**src/rtl/ycbcr2rgb_if.sv**
```systemverilog
// ---------------------------------------------------------------------------
// ycbcr2rgb_if : pixel bus for the YCbCr-to-RGB converter.
//   ycc_*       : YCbCr pixel stream (valid, line sync, frame sync, Y/Cb/Cr)
//   rgb_*, *_o  : RGB888 pixel stream with matching delayed qualifiers
//   master      : stream source / sink side (drives ycc_*, observes rgb_*)
//   slave       : converter side (observes ycc_*, drives rgb_*)
// ---------------------------------------------------------------------------
interface ycbcr2rgb_if;
   localparam int unsigned PIX_W = 8;

   logic             ycc_valid;
   logic             ycc_hs;
   logic             ycc_vs;
   logic [PIX_W-1:0] y_8b_i;
   logic [PIX_W-1:0] cb_8b_i;
   logic [PIX_W-1:0] cr_8b_i;

   logic [PIX_W-1:0] red_8b_o;
   logic [PIX_W-1:0] green_8b_o;
   logic [PIX_W-1:0] blue_8b_o;
   logic             rgb_valid;
   logic             rgb_hs;
   logic             rgb_vs;

   modport master (
      output ycc_valid, ycc_hs, ycc_vs, y_8b_i, cb_8b_i, cr_8b_i,
      input  red_8b_o, green_8b_o, blue_8b_o, rgb_valid, rgb_hs, rgb_vs
   );

   modport slave (
      input  ycc_valid, ycc_hs, ycc_vs, y_8b_i, cb_8b_i, cr_8b_i,
      output red_8b_o, green_8b_o, blue_8b_o, rgb_valid, rgb_hs, rgb_vs
   );
endinterface

```
**src/rtl/ycbcr2rgb.sv**
```systemverilog
// ---------------------------------------------------------------------------
// ycbcr2rgb : 3-stage full-range BT.601 YCbCr -> RGB888 converter.
//   S1 : Y*256 and the four chroma products (shift-add)
//   S2 : rounded channel sums
//   S3 : arithmetic shift, clamp to 0..255, blank when not valid
// Ports:
//   clk        : clock
//   reset_p    : asynchronous active-high reset, clears every register
//   bus        : ycbcr2rgb_if.slave pixel in / pixel out
//   clip_cnt_o : clipped-pixel count of the last frame (YCC_CLIP_CNT_EN only)
// Parameters:
//   LATENCY : pipeline depth, fixed at 3; sizes the qualifier delay lines
//   CNT_W   : clip counter width
// Optional feature macro: YCC_CLIP_CNT_EN enables the per-frame clip counter.
// ---------------------------------------------------------------------------
module ycbcr2rgb #(
   parameter int unsigned LATENCY = 3,
   parameter int unsigned CNT_W   = 16
) (
   input  logic             clk,
   input  logic             reset_p,
   ycbcr2rgb_if.slave       bus
`ifdef YCC_CLIP_CNT_EN
   ,
   output logic [CNT_W-1:0] clip_cnt_o
`endif
);

   localparam int unsigned ACC_W = 19;
   localparam logic signed [ACC_W-1:0] RND = 19'sd128;

   // Clamp a shifted channel value into 0..255.
   function automatic logic [7:0] clamp8(input logic signed [ACC_W-1:0] v);
      if (v[ACC_W-1])          return 8'd0;
      else if (v > 19'sd255)   return 8'hFF;
      else                     return v[7:0];
   endfunction

   logic signed [ACC_W-1:0] cb_s, cr_s;
   logic signed [ACC_W-1:0] r_sh, g_sh, b_sh;

   logic signed [ACC_W-1:0] y256_d, y256_q;
   logic signed [ACC_W-1:0] cb88_d, cb88_q, cb454_d, cb454_q;
   logic signed [ACC_W-1:0] cr183_d, cr183_q, cr359_d, cr359_q;
   logic signed [ACC_W-1:0] r_sum_d, r_sum_q, g_sum_d, g_sum_q, b_sum_d, b_sum_q;
   logic [7:0]              red_d, red_q, green_d, green_q, blue_d, blue_q;
   logic [LATENCY-1:0]      vld_d, vld_q, hs_d, hs_q, vs_d, vs_q;

   // Datapath and qualifier delay lines; the top bit of each delay line is
   // the registered output qualifier, the bit below it is the S3 input.
   always_comb begin
      cb_s    = $signed({11'b0, bus.cb_8b_i}) - 19'sd128;
      cr_s    = $signed({11'b0, bus.cr_8b_i}) - 19'sd128;

      y256_d  = $signed({3'b0, bus.y_8b_i, 8'b0});
      cb88_d  = (cb_s <<< 6) + (cb_s <<< 4) + (cb_s <<< 3);
      cb454_d = (cb_s <<< 8) + (cb_s <<< 7) + (cb_s <<< 6) + (cb_s <<< 2) + (cb_s <<< 1);
      cr183_d = (cr_s <<< 7) + (cr_s <<< 5) + (cr_s <<< 4) + (cr_s <<< 2) + (cr_s <<< 1) + cr_s;
      cr359_d = (cr_s <<< 8) + (cr_s <<< 6) + (cr_s <<< 5) + (cr_s <<< 2) + (cr_s <<< 1) + cr_s;

      r_sum_d = y256_q + cr359_q + RND;
      g_sum_d = y256_q - cb88_q - cr183_q + RND;
      b_sum_d = y256_q + cb454_q + RND;

      r_sh    = r_sum_q >>> 8;
      g_sh    = g_sum_q >>> 8;
      b_sh    = b_sum_q >>> 8;

      vld_d   = {vld_q[LATENCY-2:0], bus.ycc_valid};
      hs_d    = {hs_q[LATENCY-2:0],  bus.ycc_hs};
      vs_d    = {vs_q[LATENCY-2:0],  bus.ycc_vs};

      // Blank RGB on beats that were not valid at the input.
      red_d   = vld_q[LATENCY-2] ? clamp8(r_sh) : 8'd0;
      green_d = vld_q[LATENCY-2] ? clamp8(g_sh) : 8'd0;
      blue_d  = vld_q[LATENCY-2] ? clamp8(b_sh) : 8'd0;
   end

   // Pipeline registers.
   always_ff @(posedge clk or posedge reset_p) begin
      if (reset_p) begin
         y256_q  <= '0;
         cb88_q  <= '0;
         cb454_q <= '0;
         cr183_q <= '0;
         cr359_q <= '0;
         r_sum_q <= '0;
         g_sum_q <= '0;
         b_sum_q <= '0;
         red_q   <= '0;
         green_q <= '0;
         blue_q  <= '0;
         vld_q   <= '0;
         hs_q    <= '0;
         vs_q    <= '0;
      end else begin
         y256_q  <= y256_d;
         cb88_q  <= cb88_d;
         cb454_q <= cb454_d;
         cr183_q <= cr183_d;
         cr359_q <= cr359_d;
         r_sum_q <= r_sum_d;
         g_sum_q <= g_sum_d;
         b_sum_q <= b_sum_d;
         red_q   <= red_d;
         green_q <= green_d;
         blue_q  <= blue_d;
         vld_q   <= vld_d;
         hs_q    <= hs_d;
         vs_q    <= vs_d;
      end
   end

   assign bus.red_8b_o   = red_q;
   assign bus.green_8b_o = green_q;
   assign bus.blue_8b_o  = blue_q;
   assign bus.rgb_valid  = vld_q[LATENCY-1];
   assign bus.rgb_hs     = hs_q[LATENCY-1];
   assign bus.rgb_vs     = vs_q[LATENCY-1];

`ifdef YCC_CLIP_CNT_EN
   // True when a shifted channel value lies outside 0..255.
   function automatic logic out_of_range(input logic signed [ACC_W-1:0] v);
      return v[ACC_W-1] || (v > 19'sd255);
   endfunction

   logic             beat_clip, vs_rise;
   logic [CNT_W-1:0] run_inc;
   logic [CNT_W-1:0] run_cnt_d, run_cnt_q, clip_cnt_d, clip_cnt_q;

   // Saturating per-frame clip counter, latched on the S3 vs rising edge.
   always_comb begin
      beat_clip  = vld_q[LATENCY-2] &
                   (out_of_range(r_sh) | out_of_range(g_sh) | out_of_range(b_sh));
      vs_rise    = vs_q[LATENCY-2] & ~vs_q[LATENCY-1];
      run_inc    = (beat_clip && (run_cnt_q != '1)) ? run_cnt_q + CNT_W'(1) : run_cnt_q;
      run_cnt_d  = run_inc;
      clip_cnt_d = clip_cnt_q;
      if (vs_rise) begin
         clip_cnt_d = run_inc;
         run_cnt_d  = '0;
      end
   end

   always_ff @(posedge clk or posedge reset_p) begin
      if (reset_p) begin
         run_cnt_q  <= '0;
         clip_cnt_q <= '0;
      end else begin
         run_cnt_q  <= run_cnt_d;
         clip_cnt_q <= clip_cnt_d;
      end
   end

   assign clip_cnt_o = clip_cnt_q;
`else
   // CNT_W only sizes the clip counter; nothing to build without it.
   if (CNT_W == 0) begin : g_no_clip_cnt
   end
`endif

endmodule

```
**src/flat_wrapper.sv**
```systemverilog
// flat-port wrapper written by rule: the top's interface ports become plain ports
module ycbcr2rgb_flat 
#(
   parameter int unsigned LATENCY = 3,
   parameter int unsigned CNT_W   = 16
)
  (clk, reset_p, bus_ycc_valid, bus_ycc_hs, bus_ycc_vs, bus_y_8b_i, bus_cb_8b_i, bus_cr_8b_i, bus_red_8b_o, bus_green_8b_o, bus_blue_8b_o, bus_rgb_valid, bus_rgb_hs, bus_rgb_vs);
  ycbcr2rgb_if bus_i ();
  input  logic clk;
  input  logic reset_p;
  input wire logic [$bits(bus_i.ycc_valid)-1:0] bus_ycc_valid;
  input wire logic [$bits(bus_i.ycc_hs)-1:0] bus_ycc_hs;
  input wire logic [$bits(bus_i.ycc_vs)-1:0] bus_ycc_vs;
  input wire logic [$bits(bus_i.y_8b_i)-1:0] bus_y_8b_i;
  input wire logic [$bits(bus_i.cb_8b_i)-1:0] bus_cb_8b_i;
  input wire logic [$bits(bus_i.cr_8b_i)-1:0] bus_cr_8b_i;
  output wire logic [$bits(bus_i.red_8b_o)-1:0] bus_red_8b_o;
  output wire logic [$bits(bus_i.green_8b_o)-1:0] bus_green_8b_o;
  output wire logic [$bits(bus_i.blue_8b_o)-1:0] bus_blue_8b_o;
  output wire logic [$bits(bus_i.rgb_valid)-1:0] bus_rgb_valid;
  output wire logic [$bits(bus_i.rgb_hs)-1:0] bus_rgb_hs;
  output wire logic [$bits(bus_i.rgb_vs)-1:0] bus_rgb_vs;
  assign bus_i.ycc_valid = bus_ycc_valid;
  assign bus_i.ycc_hs = bus_ycc_hs;
  assign bus_i.ycc_vs = bus_ycc_vs;
  assign bus_i.y_8b_i = bus_y_8b_i;
  assign bus_i.cb_8b_i = bus_cb_8b_i;
  assign bus_i.cr_8b_i = bus_cr_8b_i;
  assign bus_red_8b_o = bus_i.red_8b_o;
  assign bus_green_8b_o = bus_i.green_8b_o;
  assign bus_blue_8b_o = bus_i.blue_8b_o;
  assign bus_rgb_valid = bus_i.rgb_valid;
  assign bus_rgb_hs = bus_i.rgb_hs;
  assign bus_rgb_vs = bus_i.rgb_vs;
  ycbcr2rgb #(.LATENCY(LATENCY), .CNT_W(CNT_W)) u_core (.clk(clk), .reset_p(reset_p), .bus(bus_i));
endmodule
```
**config.mk**
```make
export PLATFORM = sky130hd
export DESIGN_NAME = ycbcr2rgb_flat
export DESIGN_NICKNAME = d
export VERILOG_FILES = /design/src/rtl/ycbcr2rgb_if.sv /design/src/rtl/ycbcr2rgb.sv /design/src/flat_wrapper.sv
export SDC_FILE = /design/constraint.sdc
export NUM_CORES = 1
export LEC_CHECK = 0
export ABC_AREA = 1
export CAP_MARGIN = 0
export CORE_ASPECT_RATIO = 1.4
export CORE_UTILIZATION = 55
export CTS_CLUSTER_SIZE = 30
export DETAILED_ROUTE_END_ITERATION = 8
export HOLD_SLACK_MARGIN = 0.08
export PLACE_DENSITY = 0.74
export SLEW_MARGIN = 10
export SYNTH_ARGS = -nofsm -noshare
export SYNTH_HDL_FRONTEND = slang
export SYNTH_SLANG_ARGS = --single-unit
```
**constraint.sdc**
```tcl
create_clock -name clk -period 4.6 [get_ports clk]
set_input_delay 0.92 -clock clk [delete_from_list [all_inputs] [get_ports clk]]
set_output_delay 0.92 -clock clk [all_outputs]
set_load 0.1 [all_outputs]
```
==> results.md, run 1 <==
Cells and area:
- The multi-input combinational cells in the finished layout cover a total of 5730 µm².
- The storage element area is between 3000 and 4000 µm².
- After routing the design area is 11400 µm².
- Cells fill 65.3% of the core in the end.
- The count of fill cells added during filler insertion is roughly 1500.
- The share of layout cells above drive strength 1 is 6.05%.
- Compared with the post-synthesis result, the final layout area differs by 16.3%.
- The antenna diode count is 0.
- The post-layout net count is around 1400.

Pwr:
- The sequential fraction of design power is 23.5%.
- The internal portion of the total power is 3.86 mW.
- Of the total power, combinational logic draws 58.3%.
- Across the VDD grid, the largest voltage drop is 304 µV.
- The total power draw is about 7.2 mW.
- The total power divided by cell area is approximately 640 nW/µm².
- The static leakage is just over 6 nW.
- The analysis attributes to net switching a power of 3.38 mW.
- Net switching is 46.7% of the power.
- The part of the power in the clock network is a little under a fifth.

Global routing:
- The overall track demand over capacity in global routing is 23.4%.
- The global-route wire length before repair is ~33000 µm.
- The via count of the first global-routing pass is 7478.
- The initial antenna violation count came to 0.
- Summed over all layers, the global routing overflow is 0.
- The maximum number of pins on one net before global-route repair is 88.

Place:
- The area after detailed placement is 10800 µm².
- The routability congestion estimate from global placement is 0.892.
- The pre-CTS setup slack is 145 ps.
- In this run the tool buffered the top-level ports with 55 buffer cells.
- Summed over all nets, the half-perimeter wirelength after detailed placement is 16000 µm.

Worst setup path:
- The critical path startpoint category is an input pin.
- At the worst endpoint, the required time is approximately 4900 ps.
- The critical path start-end classification is in -> reg.
- The worst setup path is captured at a register.
- Along the worst path, the maximum fanout reaches 5.
- The critical path data arrival time is 4320 ps.

Drt:
- The routed layout has ~7200 vias.
- The DRC violations left is 0.
- The routed wire length per instance is 13.4 µm.
- The number of nets with antenna violations after routing is 0.
- The overall routed net length is approximately 19000 µm.
- After the first detailed-routing iteration, the DRC count stood at 258.
- The post-detailed-route via-to-cell ratio is 4.99.
- The number of optimization iterations in the first detailed-route pass is 5.

Logic synthesis:
- When the netlist entered floorplanning its net count stood at 1325.
- The count of yosys warnings during synthesis is 0.
- Synthesis instantiated 35 different standard cells from the library.
- The portion of the post-synthesis area used by sequential elements is 33.0%.
- In this run the cell area of the synthesized design comes to 9780 µm².
- The primary flip-flop cell chosen by synthesis mapping is dfrtp_1.
- After synthesis, the mean cell area works out to 8.89 µm².
- For this run, asynchronously set or reset flops after synthesis account for 100%.
- The post-synthesis instance total is 1100.
- The count of flip-flops with a built-in enable after synthesis is 0.
- The post-synthesis register bit count is approximately 130.

STA:
- The maximum frequency from static timing analysis is 249 MHz.
- Setup repair after global routing left no endpoint under its margin.
- The max-slew violation count was 0.
- The fraction of the cycle the final worst path needs is 87.2%.
- The worst pin sits at a relative slew slack of 32.9%.
- The worst path meets setup with 587 ps of slack.
- The actual transition at the worst max-transition pin is roughly 1000 ps.
- For the final database, setup skew stands at between 10 and 15 ps.
- The number of endpoints with negative hold slack in the final report is 0.
- The number of endpoints failing setup at the final stage is 0.
- The final total negative setup slack is 0 ps.
- The shortest clock period the worst path allows after layout is 4010 ps.

Clock tree:
- The clock tree from TritonCTS is yes.
- The clock buffer count from CTS is 17.
- The longest clock path from root to sink contains 2 buffers.
- Counting every sink on the clock net gives 129.
- The cell at the root of the clock tree is clkbuf_16.
- The post-cts resize count is 0.
- The clock-pin slew of the registers on the worst-case setup and hold paths is approximately 60 ps.
- After clock tree synthesis, the flow added hold-fix buffers numbering 0.
- The clock reaches the later pin of the worst-skew pair after 410 ps.
- The depth of the CTS H-tree is 4.
- Buffers added to address setup during post-CTS repair amount to 0.

Floorplan:
- The overall die width is 115 µm.
- The die covers 18300 µm².
- For this configuration, the core starts out at a cell density of between 50% and 60%.
- In this run the standard cell core region covers 17400 µm².
- From bottom edge to top edge, the die measures 160 µm.
- The count of standard-cell rows is 57.
- The number of I/O pins is 56.

Job:
- The max capacitance violation total is 0.

Hold path:
- The worst hold path belongs to the class reg -> reg.

Status:
- The run finished with clean final reports.
-- metal layers --
metal	GRT usage, %	part of all wire, %	vias to the layer above
met3	2.58	2.1	28
met1	25.4	40	3406
li1	-	-	3664
met4	8.85	2.1	0
met2	45.3	56	107
met5	0	0	-
-- metrics by stage --
stage,hold WS [ps],instances
global route,358,1443
detailed placement,339,1411
finish,351,1443
CTS,352,1443
global placement,335,1411
floorplan,331,1100
-- critical path, stage by stage --
cell and delay (ps):
clkdlybuf4s50_1 480, inv_1 110, fa_1 600, inv_1 100, fa_1 530, inv_1 50, fa_1 490, inv_1 40
ha_1 350, a21oi_1 150, nand2_1 100, nand3_1 80, nand2_1 70, nand2_1 90, nand2_1 50, nand2_1 50
nand2_1 50
-- logic make-up (layout without fill, tap and decap cells) --
| kind of cell | Yosys count | after routing | share of synthesized area [%] |
|---|---|---|---|
| fa+ha+maj | 196 | 196 | 29.9 |
| compound gates | 136 | 136 | 8.15 |
| buf+inv | 217 | 324 | 8.34 |
| flops | 129 | 129 | 33.0 |
| xor+xnor | 52 | 52 | 4.66 |
| simple gates | 370 | 370 | 15.9 |
-- state kept, by name (all words and copies together) (netlist names) --
signal / flops
u_core.b_sum_q: 11
u_core.bus.blue_8b_o: 8
u_core.bus.green_8b_o: 8
u_core.bus.red_8b_o: 8
u_core.cb454_q: 12
u_core.cb88_q: 12
u_core.cr183_q: 19
u_core.cr359_q: 12
u_core.g_sum_q: 11
u_core.hs_q: 3
u_core.r_sum_q: 11
u_core.vld_q: 3
u_core.vs_q: 3
u_core.y256_q: 8
-- power by group through the flow --
stage	Combinational, mW	Sequential (mW)	Clock [mW]
2_1_floorplan	2.82	2.14	0
3_3_place_gp	4.12	1.70	0
3_5_place_dp	4.20	1.71	0
4_1_cts	4.24	1.70	1.34
5_1_grt	4.80	1.73	1.39
6_report	4.22	1.70	1.32
-- cells in the final DEF (no fill, tap or decap), types with 3 or more instances in the layout --
cell / Yosys / final
a21o_1: 10 / 10
a21oi_1: 76 / 76
a31oi_1: 7 / 7
and2_1: 5 / 5
buf_4: 0 / 21
clkbuf_16: 0 / 17
clkdlybuf4s50_1: 0 / 55
clkinvlp_4: 0 / 5
dfrtp_1: 129 / 129
fa_1: 63 / 63
ha_1: 133 / 133
inv_1: 215 / 214
nand2_1: 217 / 217
nand2_2: 5 / 5
nand3_1: 52 / 52
nand3b_1: 3 / 3
nand4_1: 11 / 11
nor2_1: 63 / 63
nor3_1: 7 / 7
o21ai_0: 17 / 17
o21ai_2: 4 / 4
o21bai_1: 9 / 9
xnor2_1: 12 / 12
xor2_1: 40 / 40
-- worst paths after layout --
path / from / to / slack, ps / cells past startpoint
max: bus_cr_8b_i[0] / u_core.cr183_q[14] / 590 / 17
min: u_core.vs_q[1] / u_core.vs_q[2] / 350 / 0
max reg2reg: u_core.cb88_q[17] / u_core.g_sum_q[15] / 2350 / 9
min reg2reg: u_core.vs_q[1] / u_core.vs_q[2] / 350 / 0
max in group asynchronous: reset_p / u_core.bus.red_8b_o[0] / 2590 / 3
min in group asynchronous: reset_p / u_core.bus.green_8b_o[6] / 1100 / 2
-- layout make-up --
type	instances	share of cell area, %
clock inverter	12	1.18
tap	236	2.60
inverter	216	7.15
multi-input combinational	754	50.4
timing repair buffer	76	6.23
clock buffer	20	4.02
sequential	129	28.4
-- cell usage after synthesis, types with 9 or more instances --
library cell	n	area [µm²]
nand2_1	217	815
inv_1	215	807
ha_1	133	1660
dfrtp_1	129	3230
a21oi_1	76	380
fa_1	63	1260
nor2_1	63	236
nand3_1	52	260
xor2_1	40	350
o21ai_0	17	85.1
xnor2_1	12	105
nand4_1	11	68.8
a21o_1	10	75.1
o21bai_1	9	67.6
Power figures use the tool's default switching activity.
==> inputs of run 2 (changes only) <==
Settings changed: GPL_ROUTABILITY_DRIVEN set to 0.
==> results.md, run 2 (same netlist as run 1, synthesis figures left out) <==
Status:
- Status: complete, no violations (unchanged).

Worst setup path:
- The startpoint of the worst-slack reg-to-reg timing path is u_core.y256_q[8] (was u_core.cb88_q[17]).
- The worst-path cell with the longest stage delay is fa_1 (unchanged).
- The critical path data arrival time is 4400 ps (was 4320 ps).
- The delay of the slowest cell on the worst path is 610 ps (was 600 ps).
- The critical path start-end classification is in -> reg (unchanged).
- The critical path startpoint category is an input pin (unchanged).
- The critical path data required time was 4880 ps (was 4900 ps).
- The biggest fanout along the worst timing path is 5 (unchanged).
- The endpoint of the most critical register-to-register path is u_core.g_sum_q[18] (was u_core.g_sum_q[15]).
- The worst setup slack for register-to-register paths is 2350 ps (about the same).
- The cell count of the worst reg-to-reg path is 10 (was 9).
- The most frequent cell on the critical path is nand2_1 (unchanged).
- The type of destination of the critical path is a register (unchanged).
- Cells along the critical path: clkdlybuf4s50_1 > inv_1 > fa_1 > inv_1 > fa_1 > inv_1 > fa_1 > inv_1 > ha_1 > a21oi_1 > nand2_1 > nand3_1 > nand2_1 > nand2_1 > nand2_1 > nand2_1 > nand2_1 (unchanged).

Cells and area:
- The post-layout net count is 1417 (was 1419).
- The count of fill cells added during filler insertion came to 1472 (was 1469).
- The antenna diode count is 0 (unchanged).
- The most frequent standard cell in the layout excluding fill and tap cells is nand2_1 (unchanged).
- Most frequent cells in the layout: 217 x nand2_1, 214 x inv_1, 133 x ha_1, 129 x dfrtp_1, 76 x a21oi_1 (unchanged).
- The number of flip-flops under the largest register name is 19 (unchanged).
- The register name with the most flops is u_core.cr183_q (unchanged).
- The signed area change from the synthesized netlist to the final layout is 16.9% (was 16.3%).
- The share of layout cells above drive strength 1 is 5.89% (was 6.05%).

Floorplan:
- The area of the core is 17400 µm² (unchanged).
- The total die area came to 18300 µm² (unchanged).
- The overall die width came to 115 µm (unchanged).
- The count of standard-cell rows was 57 (unchanged).
- The number of I/O pins is 56 (unchanged).
- The effective utilization at floorplan is 56.2% (unchanged).
- The vertical extent of the die is 160 µm (unchanged).

Global routing:
- The overall track demand over capacity in global routing is 23.2% (was 23.4%).
- The initial antenna violation count came to 0 (unchanged).
- The via count of the first global-routing pass is 7274 (was 7478).
- The global-route wire length before repair is 33100 µm (was 33300 µm).
- The maximum number of pins on one net before global-route repair came to 67 (was 88).
- The global-route congestion overflow total is 0 (unchanged).

Pwr:
- The static leakage was 6.26 nW (was 6.22 nW).
- The worst supply voltage drop on vdd was 313 µV (was 304 µV).
- The total power divided by cell area was 643 nW/µm² (was 636 nW/µm²).

Drt:
- The number of optimization iterations in the first detailed-route pass came to 4 (was 5).
- The via count of the routed design was 7201 (was 7205).
- The routed wire length per instance is 13.3 µm (was 13.4 µm).
- The number of nets with antenna violations after routing is 0 (unchanged).
- The post-detailed-route via-to-cell ratio was 5.00 (was 4.99).
- The overall routed net length is 19200 µm (was 19400 µm).
- The number of violations reported at the end of detailed-routing iteration 0 is 261 (was 258).
- The DRC violations left is 0 (unchanged).

STA:
- The actual transition at the worst max-transition pin was 974 ps (was 1010 ps).
- The worst hold-check slack came to 347 ps (was 351 ps).
- RSZ-0062 raised after global routing: false (unchanged).
- The worst-case setup margin in the final layout came to 485 ps (was 587 ps).
- The fraction of the cycle the final worst path needs came to 89.5% (was 87.2%).
- The shortest clock period the worst path allows after layout was 4120 ps (was 4010 ps).
- The worst-case headroom to the max-slew limit came to 34.8% (was 32.9%).
- The max-slew violation count is 0 (unchanged).
- The number of endpoints with negative hold slack in the final report is 0 (unchanged).
- The number of endpoints failing setup at the final stage is 0 (unchanged).
- The final total negative setup slack is 0 ps (unchanged).
- The maximum frequency from static timing analysis is 243 MHz (was 249 MHz).
- The clock skew after layout is 9.03 ps (was 11.8 ps).

Hold path:
- The endpoint of the worst hold-timing path was u_core.hs_q[2] (was u_core.vs_q[2]).
- The source of the worst hold timing path is u_core.hs_q[1] (was u_core.vs_q[1]).
- The depth of the worst hold-timing path is 0 (unchanged).
- The type of the tightest min-delay check is reg -> reg (unchanged).

Place:
- The number of input and output port buffers inserted is 55 (unchanged).
- The pre-CTS setup slack is 128 ps (was 145 ps).
- The HPWL after detailed placement is 15700 µm (was 16000 µm).

Clock tree:
- The clock tree from TritonCTS is yes (unchanged).
- The count of hold buffers inserted by post-cts repair is 0 (unchanged).
- The worst-case clock buffer depth is 2 (unchanged).
- The clock sink count came to 129 (unchanged).
- The post-cts resize count is 0 (unchanged).
- The clock-pin slew of the registers on the worst-case setup and hold paths is 50 ps (was 60 ps).
- The cell at the root of the clock tree is clkbuf_16 (unchanged).
- The clock buffer count from CTS was 17 (unchanged).
- The number of buffers inserted to repair setup after CTS came to 0 (unchanged).
- The depth of the CTS H-tree is 4 (unchanged).
- The insertion delay to the later sink of the worst-skew pair is 410 ps (about the same).

Job:
- The max capacitance violation total is 0 (unchanged).
[run 2: final cells by class]
type                            instances  area [µm²]  share of cell area (%)
Multi-Input combinational cell        754        5730                    50.2
Clock inverter                          9         151                    1.33
Inverter                              216         813                    7.12
Clock buffer                           23         498                    4.36
Tap cell                              236         295                    2.58
Sequential cell                       129        3230                    28.3
Timing Repair Buffer                   74         706                    6.18
[run 2: worst max-delay path by stage]
stage,slack [ps],to,startpoint,cells past startpoint
6_report,480,u_core.cr183_q[14],bus_cr_8b_i[0],17
2_1_floorplan,240,u_core.b_sum_q[10],reset_p,1
4_1_cts,490,u_core.cr183_q[14],bus_cr_8b_i[0],17
5_1_grt,310,u_core.cr183_q[14],bus_cr_8b_i[0],17
3_5_place_dp,130,u_core.cr183_q[14],bus_cr_8b_i[0],17
3_3_place_gp,180,u_core.cr183_q[14],bus_cr_8b_i[0],17
[run 2: routing by layer]
layer | track usage [%] | part of all wire [%]
met4 | 8.44 | 2.4
met5 | 0 | 0
met3 | 2.77 | 1.8
met2 | 43.9 | 54
met1 | 26.2 | 42
[run 2: through the flow]
| step | util, % | power (mW) | instances | area (µm²) |
|---|---|---|---|---|
| 6_report | 65.7 | 7.34 | 1441 | 11400 |
| 5_1_grt | 65.7 | 8.02 | 1441 | 11400 |
| 4_1_cts | 65.7 | 7.37 | 1441 | 11400 |
| 3_5_place_dp | 61.9 | 5.90 | 1409 | 10800 |
| 3_3_place_gp | 61.9 | 5.81 | 1409 | 10800 |
| 2_1_floorplan | - | 4.96 | 1100 | 9780 |
[run 2: power by group]
group          internal (mW)  leakage [nW]  switching, mW
logic                   1.47          4.39           2.75
registers               1.56          1.55          0.132
clock network          0.976         0.319          0.456
[run 2: critical path, delay by kind of cell]
family,cells,cell delay (ps)
AO/OA/AOI/OAI,1,140
AND/OR/NAND/NOR,7,540
buffers and inverters,5,790
adder cells (fa/ha/maj),4,1990
==> inputs of run 3 (changes only) <==
Settings changed: CAP_MARGIN 0 to 10.
==> results of run 3 <==
Final layout, timing and power as in run 2 (identical DEF).
